**src/rtl/share_io_ctrl_pkg.sv**
```systemverilog
// Shared configuration for the share I/O controller: bus width, share counts,
// command encodings, FSM state type and an index-width helper.
package share_io_ctrl_pkg;

    localparam int CFG_BUSW        = 32;
    localparam int CFG_STATESHARES = 2;
    localparam int CFG_KEYSHARES   = 2;

    typedef enum logic [1:0] {
        OP_LOAD_STATE   = 2'b00,
        OP_LOAD_KEY     = 2'b01,
        OP_RUN          = 2'b10,
        OP_UNLOAD_STATE = 2'b11
    } cmd_op_e;

    typedef enum logic [2:0] {
        ST_IDLE,
        ST_LOAD_S,
        ST_LOAD_K,
        ST_RUN,
        ST_UNLOAD
    } ctrl_state_e;

    // Index counters keep at least one bit even when only one value exists.
    function automatic int idx_width(input int n);
        return (n > 1) ? $clog2(n) : 1;
    endfunction

endpackage

```
**src/rtl/share_io_if.sv**
```systemverilog
// Command, word-transfer and TBC handshake bundle between the share I/O
// controller (slave) and the surrounding system (master).
interface share_io_if
    import share_io_ctrl_pkg::*;
#(
    parameter int BUSW   = CFG_BUSW,
    parameter int WIDX_W = idx_width(128 / CFG_BUSW),
    parameter int SIDX_W = idx_width(CFG_STATESHARES > CFG_KEYSHARES ? CFG_STATESHARES : CFG_KEYSHARES)
) ();

    logic              cmd_valid;
    logic [1:0]        cmd_op;
    logic              cmd_ready;
    logic              din_valid;
    logic              din_ready;
    logic [BUSW-1:0]   din;
    logic [BUSW-1:0]   wdata;
    logic              dout_valid;
    logic              dout_ready;
    logic              state_we;
    logic              key_we;
    logic [WIDX_W-1:0] word_idx;
    logic [SIDX_W-1:0] share_idx;
    logic              tbc_start;
    logic              tbc_done;
    logic              busy;

    modport slave (
        input  cmd_valid, cmd_op, din_valid, din, dout_ready, tbc_done,
        output cmd_ready, din_ready, wdata, dout_valid, state_we, key_we,
               word_idx, share_idx, tbc_start, busy
    );

    modport master (
        output cmd_valid, cmd_op, din_valid, din, dout_ready, tbc_done,
        input  cmd_ready, din_ready, wdata, dout_valid, state_we, key_we,
               word_idx, share_idx, tbc_start, busy
    );

endinterface

```
**src/rtl/share_word_counter.sv**
```systemverilog
// Share-interleaved word counter: share index is the inner digit, word index
// the outer digit; both wrap to zero after the final share of the final word.
module share_word_counter
    import share_io_ctrl_pkg::*;
#(
    parameter int SHARES = 2,
    parameter int WORDS  = 4,
    parameter int WIDX_W = 2,
    parameter int SIDX_W = 1
) (
    input  logic              clk,
    input  logic              rst,
    input  logic              clr,
    input  logic              adv,
    output logic [WIDX_W-1:0] word_idx,
    output logic [SIDX_W-1:0] share_idx,
    output logic              last
);

    localparam logic [SIDX_W-1:0] SLAST = SIDX_W'(SHARES - 1);
    localparam logic [WIDX_W-1:0] WLAST = WIDX_W'(WORDS - 1);

    always_ff @(posedge clk) begin
        if (rst || clr) begin
            word_idx  <= '0;
            share_idx <= '0;
        end else if (adv) begin
            if (share_idx == SLAST) begin
                share_idx <= '0;
                word_idx  <= (word_idx == WLAST) ? '0 : word_idx + 1'b1;
            end else begin
                share_idx <= share_idx + 1'b1;
            end
        end
    end

    assign last = (share_idx == SLAST) && (word_idx == WLAST);

endmodule

```
**src/rtl/share_io_ctrl.sv**
```systemverilog
// Sequencer for masked state/key loading, TBC start and state unloading over a
// share-interleaved word bus; reset suppresses every handshake in its cycle.
module share_io_ctrl
    import share_io_ctrl_pkg::*;
#(
    parameter int BUSW        = CFG_BUSW,
    parameter int STATESHARES = CFG_STATESHARES,
    parameter int KEYSHARES   = CFG_KEYSHARES
) (
    input  logic     clk,
    input  logic     rst,
    share_io_if.slave bus
);

    localparam int WORDS  = 128 / BUSW;
    localparam int MAXSH  = (STATESHARES > KEYSHARES) ? STATESHARES : KEYSHARES;
    localparam int WIDX_W = idx_width(WORDS);
    localparam int SIDX_W = idx_width(MAXSH);

    ctrl_state_e       state_q, state_d;
    logic              run_started_q;
    logic              s_adv, k_adv, s_last, k_last, idle_clr;
    logic [WIDX_W-1:0] s_word, k_word;
    logic [SIDX_W-1:0] s_share, k_share;

    always_ff @(posedge clk) begin
        if (rst) begin
            state_q       <= ST_IDLE;
            run_started_q <= 1'b0;
        end else begin
            state_q       <= state_d;
            run_started_q <= (state_q == ST_RUN);
        end
    end

    // run_started_q is low only in the first RUN cycle, which makes tbc_start a single pulse.
    always_comb begin
        state_d       = state_q;
        bus.cmd_ready = 1'b0;
        bus.din_ready = 1'b0;
        bus.dout_valid = 1'b0;
        bus.state_we  = 1'b0;
        bus.key_we    = 1'b0;
        bus.tbc_start = 1'b0;
        s_adv         = 1'b0;
        k_adv         = 1'b0;
        if (!rst) begin
            case (state_q)
                ST_IDLE: begin
                    bus.cmd_ready = 1'b1;
                    if (bus.cmd_valid) begin
                        case (cmd_op_e'(bus.cmd_op))
                            OP_LOAD_STATE:   state_d = ST_LOAD_S;
                            OP_LOAD_KEY:     state_d = ST_LOAD_K;
                            OP_RUN:          state_d = ST_RUN;
                            OP_UNLOAD_STATE: state_d = ST_UNLOAD;
                            default:         state_d = ST_IDLE;
                        endcase
                    end
                end
                ST_LOAD_S: begin
                    bus.din_ready = 1'b1;
                    bus.state_we  = bus.din_valid;
                    s_adv         = bus.din_valid;
                    if (bus.din_valid && s_last) state_d = ST_IDLE;
                end
                ST_LOAD_K: begin
                    bus.din_ready = 1'b1;
                    bus.key_we    = bus.din_valid;
                    k_adv         = bus.din_valid;
                    if (bus.din_valid && k_last) state_d = ST_IDLE;
                end
                ST_RUN: begin
                    bus.tbc_start = !run_started_q;
                    if (bus.tbc_done) state_d = ST_IDLE;
                end
                ST_UNLOAD: begin
                    bus.dout_valid = 1'b1;
                    s_adv          = bus.dout_ready;
                    if (bus.dout_ready && s_last) state_d = ST_IDLE;
                end
                default: state_d = ST_IDLE;
            endcase
        end
    end

    assign idle_clr = (state_q == ST_IDLE);

    share_word_counter #(
        .SHARES(STATESHARES), .WORDS(WORDS), .WIDX_W(WIDX_W), .SIDX_W(SIDX_W)
    ) u_state_cnt (
        .clk(clk), .rst(rst), .clr(idle_clr), .adv(s_adv),
        .word_idx(s_word), .share_idx(s_share), .last(s_last)
    );

    share_word_counter #(
        .SHARES(KEYSHARES), .WORDS(WORDS), .WIDX_W(WIDX_W), .SIDX_W(SIDX_W)
    ) u_key_cnt (
        .clk(clk), .rst(rst), .clr(idle_clr), .adv(k_adv),
        .word_idx(k_word), .share_idx(k_share), .last(k_last)
    );

    assign bus.busy      = (state_q != ST_IDLE);
    assign bus.word_idx  = (state_q == ST_LOAD_K) ? k_word : s_word;
    assign bus.share_idx = (state_q == ST_LOAD_K) ? k_share : s_share;
    assign bus.wdata     = bus.din;

endmodule

```
**src/flat_wrapper.sv**
```systemverilog
// flat-port wrapper written by rule: the top's interface ports become plain ports
module share_io_ctrl_flat import share_io_ctrl_pkg::*;
#(
    parameter int BUSW        = CFG_BUSW,
    parameter int STATESHARES = CFG_STATESHARES,
    parameter int KEYSHARES   = CFG_KEYSHARES
)
  (clk, rst, bus_cmd_valid, bus_cmd_op, bus_din_valid, bus_din, bus_dout_ready, bus_tbc_done, bus_cmd_ready, bus_din_ready, bus_wdata, bus_dout_valid, bus_state_we, bus_key_we, bus_word_idx, bus_share_idx, bus_tbc_start, bus_busy);
  share_io_if #(.BUSW(BUSW), .WIDX_W((idx_width((128 / BUSW)))), .SIDX_W((idx_width((CFG_STATESHARES) > (CFG_KEYSHARES) ? (CFG_STATESHARES) : (CFG_KEYSHARES))))) bus_i ();
  input  logic clk;
  input  logic rst;
  input wire logic [$bits(bus_i.cmd_valid)-1:0] bus_cmd_valid;
  input wire logic [$bits(bus_i.cmd_op)-1:0] bus_cmd_op;
  input wire logic [$bits(bus_i.din_valid)-1:0] bus_din_valid;
  input wire logic [$bits(bus_i.din)-1:0] bus_din;
  input wire logic [$bits(bus_i.dout_ready)-1:0] bus_dout_ready;
  input wire logic [$bits(bus_i.tbc_done)-1:0] bus_tbc_done;
  output wire logic [$bits(bus_i.cmd_ready)-1:0] bus_cmd_ready;
  output wire logic [$bits(bus_i.din_ready)-1:0] bus_din_ready;
  output wire logic [$bits(bus_i.wdata)-1:0] bus_wdata;
  output wire logic [$bits(bus_i.dout_valid)-1:0] bus_dout_valid;
  output wire logic [$bits(bus_i.state_we)-1:0] bus_state_we;
  output wire logic [$bits(bus_i.key_we)-1:0] bus_key_we;
  output wire logic [$bits(bus_i.word_idx)-1:0] bus_word_idx;
  output wire logic [$bits(bus_i.share_idx)-1:0] bus_share_idx;
  output wire logic [$bits(bus_i.tbc_start)-1:0] bus_tbc_start;
  output wire logic [$bits(bus_i.busy)-1:0] bus_busy;
  assign bus_i.cmd_valid = bus_cmd_valid;
  assign bus_i.cmd_op = bus_cmd_op;
  assign bus_i.din_valid = bus_din_valid;
  assign bus_i.din = bus_din;
  assign bus_i.dout_ready = bus_dout_ready;
  assign bus_i.tbc_done = bus_tbc_done;
  assign bus_cmd_ready = bus_i.cmd_ready;
  assign bus_din_ready = bus_i.din_ready;
  assign bus_wdata = bus_i.wdata;
  assign bus_dout_valid = bus_i.dout_valid;
  assign bus_state_we = bus_i.state_we;
  assign bus_key_we = bus_i.key_we;
  assign bus_word_idx = bus_i.word_idx;
  assign bus_share_idx = bus_i.share_idx;
  assign bus_tbc_start = bus_i.tbc_start;
  assign bus_busy = bus_i.busy;
  share_io_ctrl #(.BUSW(BUSW), .STATESHARES(STATESHARES), .KEYSHARES(KEYSHARES)) u_core (.clk(clk), .rst(rst), .bus(bus_i));
endmodule
```
**config.mk**
```make
export PLATFORM = sky130hd
export DESIGN_NAME = share_io_ctrl_flat
export DESIGN_NICKNAME = d
export VERILOG_FILES = /design/src/rtl/share_io_ctrl_pkg.sv /design/src/rtl/share_io_if.sv /design/src/rtl/share_word_counter.sv /design/src/rtl/share_io_ctrl.sv /design/src/flat_wrapper.sv
export SDC_FILE = /design/constraint.sdc
export NUM_CORES = 1
export LEC_CHECK = 0
export ABC_CLOCK_PERIOD_IN_PS = 1650
export CAP_MARGIN = 40
export CORE_MARGIN = 8
export CORE_UTILIZATION = 30
export DETAILED_ROUTE_END_ITERATION = 10
export DONT_BUFFER_PORTS = 1
export PLACE_DENSITY_LB_ADDON = 0.3
export SYNTH_ARGS = -nofsm -noshare
export SYNTH_HDL_FRONTEND = slang
export SYNTH_SLANG_ARGS = --single-unit
```
**constraint.sdc**
```tcl
create_clock -name clk -period 1.65 [get_ports clk]
set_clock_uncertainty 0.1 [all_clocks]
set_input_delay 0.165 -clock clk [delete_from_list [all_inputs] [get_ports clk]]
set_output_delay 0.165 -clock clk [all_outputs]
set_load 0.02 [all_outputs]
```
; ---- Word-level counts from Yosys, hierarchy flattened
; Cells that the tools add are included.
[op_classes]
n_addsub = 4
n_mux = 27
eq_ne = 14
reduce_logical = 14
[op_table]
columns = operator, count
row1 = $mux W1, 16
row2 = $mux W3, 5
row3 = $pmux W3 S5, 1
row4 = $pmux W3 S4, 1
row5 = $eq A2 B2 Y1 const B, 4
row6 = $eq A3 B2 Y1 const B, 2
row7 = $mux W2, 3
row8 = $ne A2 B1 Y1 const B, 3
row9 = $logic_and A1 B1 Y1, 5
row10 = $reduce_and A5 Y1, 1
row11 = $add A2 B1 Y2 const B, 2
row12 = $ne A2 B2 Y1 const B, 2
row13 = $reduce_and A2 Y1, 2
row14 = $eq A3 B1 Y1 const B, 1
row15 = $eq A3 B3 Y1 const B, 1
row16 = $logic_not A3 Y1, 1
row17 = $reduce_bool A3 Y1, 1
row18 = $add A1 B1 Y1 const B, 2
row19 = $eq A2 B1 Y1 const B, 1
row20 = $logic_not A2 Y1, 1
row21 = $pmux W1 S2, 1
row22 = $reduce_or A2 Y1, 1
row23 = $logic_not A1 Y1, 1
row24 = $logic_or A1 B1 Y1, 1
[totals]
input_bits = 40
register_bits = 10
word_cells = 65

; ---- Longest topological paths before layout
; Gate-level depths: netlist of the first run.
[depth]
ltp_word = 5
depth_mapped = 5
depth_no_buf = 5

; ---- Cells and area by module
; From an unflattened synthesis of the first run, not the netlist that was laid out.
[hier_totals]
hier_cells = 105
area_unflattened_um2 = 963.4
[modules_own_cells]
columns = mod, seq_area_each_um2, instances, area_per_inst_um2, cells_per_inst
row1 = share_io_ctrl, 80.1, 1, 673.1, 77
row2 = share_word_counter, 60.1, 2, 145.1, 14

; ---- Worst setup path after synthesis of the first run
; Ideal clock, no wire load.
[synth_timing]
path_type = register to register
startpoint = register u_core.state_q[1]
endpoint = register u_core.state_q[2]
stages_incl_launch_ff = 5
t_arrival_ps = 1557
n_path_buf = 1
t_required_ps = 1481
path_slack_ps = -76
cell_sequence = dfxtp_1 -> buf_2 -> nor4b_1 -> nand2_1 -> o21ai_1
[synth_via]
elab_chain_cells = 3
[synth_lines]
columns = item, line
row1 = from (decl), share_io_ctrl.sv:20  ; ctrl_state_e state_q, state_d;
row2 = from (signal assigned), share_io_ctrl.sv:31  ; state_q <= state_d;
row3 = "$eq A3 B2 Y1, or another cell as far along", share_io_ctrl.sv:48  ; case (state_q)
row4 = $ne A2 B1 Y1 (no source line) / $ne A2 B2 Y1 (equally long branches), -
row5 = $reduce_and A5 Y1 (no source line), -
; Several ways; a longest one is shown, not always the timed one.
; A chain may end at the register's enable or synchronous reset.

; ---- Worst setup path in the final report of the first run
[layout_timing]
startpoint = register u_core.state_q[1]
endpoint = output bus_dout_valid
[layout_via]
elab_chain_cells = 3
[layout_lines]
columns = item, line
row1 = $eq A3 B3 Y1, share_io_ctrl.sv:48
row2 = $mux W1, share_io_ctrl.sv:48
row3 = $mux W1, share_io_ctrl.sv:47  ; if (!rst) begin
row4 = to (decl), flat_wrapper.sv:21  ; output wire logic [$bits(bus_i.dout_valid)-1:0] bus_dout_valid;
; Every way passes these cells.

==> impl_metrics.tcl, run 1 <==
set metrics [dict create \
    report.final.setup_viol 0 \
    viasPerCell 5.06 \
    synthCells 108 \
    die_x_um 71.3 \
    critPathArrivalTime_ns 1.31 \
    r2r_slack_ns 0.17 \
    start_kind "register" \
    power.internal_mw 0.473 \
    fp.dieH_um 71.3 \
    power_frac_seq_pct 40.0 \
    dp_hpwl_um 1500 \
    synth_seq_cells 10 \
    power.leakage_nw 0.343 \
    gp_congestion 0.741 \
    path_max_fanout 9 \
    yosysTopAreaCellShare_pct 26.2 \
    start_util_pct 30.8 \
    slew_viol_final 0 \
    drtAntennaViolNets 0 \
    post-route-period-util_pct 95.7 \
    fin_crit_ns 1.58 \
    insertion_delay_ns 0.27 \
    grt_usage_pct 7.60 \
    drive_gt1_share_pct 29.4 \
    grt_max_degree 10 \
    ys_types 32 \
    drtPass1Iterations 2 \
    synth_nets 153 \
    drc 0 \
    r2r-start "u_core.state_q[2]$_SDFFE_PP0P_" \
    cts_root_buf "clkbuf_4" \
    finalNetCount 131 \
    r2r_cells 4 \
    syn_to_final_growth_pct -8.20 \
    yosysSeqAreaShare_pct 21.9 \
    tritoncts "built" \
    rows 20 \
    routed_wl_um 1930 \
    r2r-end "u_core.u_state_cnt.word_idx[1]$_SDFFE_PP0P_" \
    crit_start "u_core.state_q[1]$_SDFFE_PP0P_" \
    antenna_found_initial 0 \
    htree_levels 1 \
    grt_pass1_vias 620 \
    hold_viol 0 \
    worst_slew_pin_slew_ns 0.350 \
    utilization_pct 28.2 \
    ir_worst_vdd_mv 0.193 \
    worstPathRequired_ns 1.38 \
    coreArea_um2 2980 \
    clk_pin_slew_worst_paths_ns 0.07 \
    dieArea_um2 5080 \
    crit_end "bus_dout_valid" \
    pin_count 82 \
    yosys.area.top_type "buf_4" \
    netSwitchingFraction_pct 32.8 \
    synth_area_leaders "buf_4, dfxtp_1, ha_1, mux2i_1, mux2_2" \
    io_buffers 0 \
    fmax_mhz 633 \
    num_vias 597 \
    netlist_area_um2 916 \
    max_slew_margin_pct 76.5 \
    worstSetupEndpointType "output port" \
    syn_avg_cell_area_um2 8.48 \
    powerDensity_nw_per_um2 837 \
    drv_cap 0 \
    grt_pass1_wl_um 3080 \
    n_antenna_cell 0 \
    drtIter0Drc 51 \
    cts_sinks 10 \
    p_comb_share_pct 27.7 \
    switching_power_mw 0.231 \
    run_status "finished, final reports clean" \
    ys_warn_count 0 \
    overflow 0 \
    critical_path_class "reg -> out" \
    cts_max_path_buffers 2 \
    fin_hold_ws_ns 0.00128 \
    numCtsBuffers 3 \
    clockPowerShare_pct 32.3 \
    hold_class "in -> reg" \
    wl_per_cell_um 16.4 \
]
-- timing repair --
item / in CTS / in global routing
gates resized for setup: 3 / 6
gates cloned: 0 / 0
endpoints found under the hold margin: 4 / 0
pin swaps: 0 / 2
hold buffers: 1 / 0
setup endpoints to repair: 4 / 8
setup buffers: 0 / 1
-- final cells by class --
cell class / instances / area (um2)
clock buffers: 4 / 36.3
fillers: 333 / 2140
inverters: 5 / 18.8
multi-input cells: 58 / 473
flip-flops and latches: 10 / 209
well taps: 33 / 41.3
repair buffers: 8 / 62.6
-- cells in the mapped netlist --
cell type and instances:
xnor2_1 2, mux2_2 3, nand3b_1 2, nor2b_1 1
nor2_2 1, or3_1 1, nor4_1 1, nand3_1 2
o2111ai_1 1, ha_1 5, o21ai_0 1, buf_4 32
nor4b_1 2, o21ai_1 1, nand2_1 5, dfxtp_1 10
a211o_1 1, and4b_1 2, nand2b_1 3, inv_1 5
a211oi_1 1, a21oi_1 3, and3_1 1, or2_2 1
clkbuf_1 1, mux2i_1 4, nand3b_4 1, nor2_1 7
nor3_1 3, buf_2 2, nand4_1 2, a2111oi_4 1
-- metrics by stage --
stage                     setup TNS [ns]  power [mW]  setup WS (ns)  cells  area [um2]
after global placement                 0       0.463          0.117    112         761
after floorplan                        0       0.533         0.0275    108         928
final                                  0       0.704         0.0706    118         841
after CTS                              0       0.703        0.00301    117         815
after global routing            -0.00886       0.745       -0.00886    118         841
after detailed placement               0       0.462         0.0683    112         761
-- power groups by stage --
stage	Combinational [mW]	Clock, mW	Sequential, mW
after floorplan	0.261	0	0.272
after global placement	0.180	0	0.282
after detailed placement	0.180	0	0.282
after CTS	0.187	0.236	0.280
after global routing	0.215	0.246	0.284
final	0.195	0.227	0.282
-- worst max-delay path, cell delays in order, from the launching register on --
cell and delay, ns:
dfxtp_2 0.36, buf_4 0.19, nor4b_2 0.30, buf_4 0.20
-- registers in the layout, summed over array words and instances (netlist names) --
name / count
u_core.u_state_cnt.word_idx: 2
u_core.u_key_cnt.word_idx: 2
u_core.u_key_cnt.share_idx: 1
u_core.run_started_q: 1
u_core.state_q: 3
u_core.u_state_cnt.share_idx: 1
-- per-layer routing --
metal  wire length (um)  track usage [%]
met1                761             7.51
met2                803             11.5
met3                320             5.58
met4                 47             3.93
met5                  0                0
-- worst min-delay path by stage --
| stage | slack [ns] | depth (start not counted) | to | from |
|---|---|---|---|---|
| after floorplan | 0.25 | 3 | u_core.state_q[2]$_SDFFE_PP0P_ | bus_dout_ready |
| after global placement | 0.14 | 1 | u_core.u_key_cnt.share_idx$_SDFFE_PP0P_ | rst |
| after detailed placement | 0.15 | 1 | u_core.state_q[0]$_SDFFE_PP0P_ | rst |
| after CTS | 0.002 | 3 | u_core.state_q[2]$_SDFFE_PP0P_ | bus_dout_ready |
| after global routing | 0.03 | 2 | u_core.state_q[0]$_SDFFE_PP0P_ | bus_tbc_done |
| final | 0.001 | 3 | u_core.state_q[2]$_SDFFE_PP0P_ | bus_dout_ready |
-- cell usage in the layout (no fill, tap or decap), types with 3 or more instances in the layout --
cell type / Yosys / layout
ha_1: 5 / 5
buf_4: 32 / 7
nor2_1: 7 / 7
clkbuf_4: 0 / 3
mux2i_1: 4 / 4
nand2_1: 5 / 5
a21oi_1: 3 / 3
dfxtp_1: 10 / 7
inv_1: 5 / 5
nor3_1: 3 / 3
-- kinds of logic (layout without fill, tap and decap cells) --
| family | count (synthesis) | in the layout | share of synthesized area [%] |
|---|---|---|---|
| buf+inv | 40 | 17 | 29.8 |
| simple gates | 35 | 35 | 23.1 |
| flops | 10 | 10 | 21.9 |
| compound gates | 9 | 9 | 8.47 |
| mux | 7 | 7 | 8.06 |
| fa+ha+maj | 5 | 5 | 6.83 |
| xor+xnor | 2 | 2 | 1.91 |
Power figures use the tool's default switching activity.
==> run 2, diff against run 1 <==
GPL_TIMING_DRIVEN = 0   (was default)
==> impl_metrics.tcl, run 2 (same netlist as run 1, synthesis figures left out) <==
set metrics [dict create \
    max_slew_margin_pct 60.3 \
    antenna_found_initial 0 \
    grt_pass1_wl_um 4010 \
    die_x_um 71.3 \
    layout_commonest_cell "buf_4" \
    max_stage_delay_ns 0.40 \
    htree_levels 1 \
    dieArea_um2 5080 \
    power_mw 0.853 \
    num_vias 753 \
    powerDensity_nw_per_um2 756 \
    worst_slew_pin_slew_ns 0.596 \
    worstPathCellList "buf_6, nor2_4, nand2_2, mux2_2" \
    final_cells 150 \
    slew_viol_final 0 \
    cts_sinks 10 \
    dp_hpwl_um 2030 \
    cts_max_path_buffers 2 \
    grt_usage_pct 9.47 \
    cts_root_buf "clkbuf_4" \
    overflow 0 \
    hold_viol 0 \
    hold_class "in -> reg" \
    pin_count 82 \
    tritoncts "built" \
    fin_crit_ns 1.58 \
    fin_hold_ws_ns 0.0242 \
    drtAntennaViolNets 0 \
    insertion_delay_ns 0.27 \
    drv_cap 0 \
    report.final.setup_viol 0 \
    top_regs "u_core.state_q (3), u_core.u_key_cnt.word_idx (2), u_core.u_state_cnt.word_idx (2)" \
    fillers 313 \
    n_antenna_cell 0 \
    io_buffers 0 \
    drtIter0Drc 44 \
    ir_worst_vdd_mv 0.208 \
    critical_path_class "reg -> out" \
    start_kind "register" \
    critPathArrivalTime_ns 1.31 \
    worstPathRequired_ns 1.38 \
    critPathSlowestCell "mux2_2" \
    worstSetupEndpointType "output port" \
    routed_wl_um 2450 \
    drive_gt1_share_pct 48.7 \
    grt_max_degree 11 \
    final_cell_mix "buf_4, dfxtp_1, nor2_1" \
    power.leakage_nw 0.500 \
    viasPerCell 5.02 \
    drc 0 \
    grt_pass1_vias 880 \
    regMostFlops "u_core.state_q" \
    fp.dieH_um 71.3 \
    gp_congestion 0.835 \
    run_status "finished, final reports clean" \
    wl_per_cell_um 16.4 \
    largest_reg_flops 3 \
    post-route-period-util_pct 95.5 \
    fmax_mhz 634 \
    path_max_fanout 8 \
    rows 20 \
    finalNetCount 163 \
    coreArea_um2 2980 \
    numCtsBuffers 3 \
    drtPass1Iterations 4 \
    numPlacedInstances 142 \
    start_util_pct 30.8 \
    syn_to_final_growth_pct 23.1 \
    clk_pin_slew_worst_paths_ns 0.07 \
]
## run 2: layout make-up
class / count / area, um2 / area share [%]
Buffer: 35 / 267 / 23.6
Clock buffer: 4 / 36.3 / 3.22
Inverter: 5 / 18.8 / 1.66
Multi-Input combinational cell: 58 / 514 / 45.6
Sequential cell: 10 / 208 / 18.4
Tap cell: 33 / 41.3 / 3.66
Timing Repair Buffer: 5 / 42.5 / 3.77
## run 2: per-layer routing
layer	up-vias	wire length, um	track usage, %
li1	357	-	-
met1	338	884	9.02
met2	54	1130	15.8
met3	4	413	6.42
met4	0	29	3.46
met5	-	0	0
## run 2: worst paths after layout
kind / depth (start not counted) / slack, ns / endpoint / from
max: 4 / 0.07 / bus_word_idx[0] / u_core.state_q[0]$_SDFFE_PP0P_
min: 2 / 0.02 / u_core.state_q[0]$_SDFFE_PP0P_ / bus_tbc_done
max reg2reg: 5 / 0.13 / u_core.u_state_cnt.word_idx[1]$_SDFFE_PP0P_ / u_core.state_q[0]$_SDFFE_PP0P_
min reg2reg: 2 / 0.39 / u_core.u_key_cnt.word_idx[0]$_SDFFE_PP0P_ / u_core.u_key_cnt.word_idx[0]$_SDFFE_PP0P_
## run 2: where the power goes
| group | internal (mW) | switching (mW) |
|---|---|---|
| logic | 0.147 | 0.201 |
| clock network | 0.134 | 0.0925 |
| registers | 0.255 | 0.0231 |
| total | 0.536 | 0.316 |
## run 2: per-stage QoR
| stage | TNS (ns) | utilization, % | setup WS [ns] | instance area (um2) |
|---|---|---|---|---|
| floorplan | 0 | - | 0.0275 | 928 |
| global placement | -0.162 | 32.6 | -0.102 | 970 |
| detailed placement | -0.0699 | 32.9 | -0.0699 | 980 |
| CTS | 0 | 36.2 | 0.00197 | 1080 |
| global route | -0.000186 | 37.9 | -0.000186 | 1130 |
| finish | 0 | 37.9 | 0.0739 | 1130 |
## run 2: repair_timing
action,CTS,global route
hold buffers,2,0
resized for setup,13,8
setup buffers,0,2
endpoints found under the hold margin,2,0
pin swaps,0,1
setup endpoints to repair,8,6
## run 2: critical path, delay by kind of cell, from the launching register on
family        cells  cell delay [ns]
mux               1             0.40
flops             1             0.33
buf+inv           1             0.16
simple gates      2             0.15
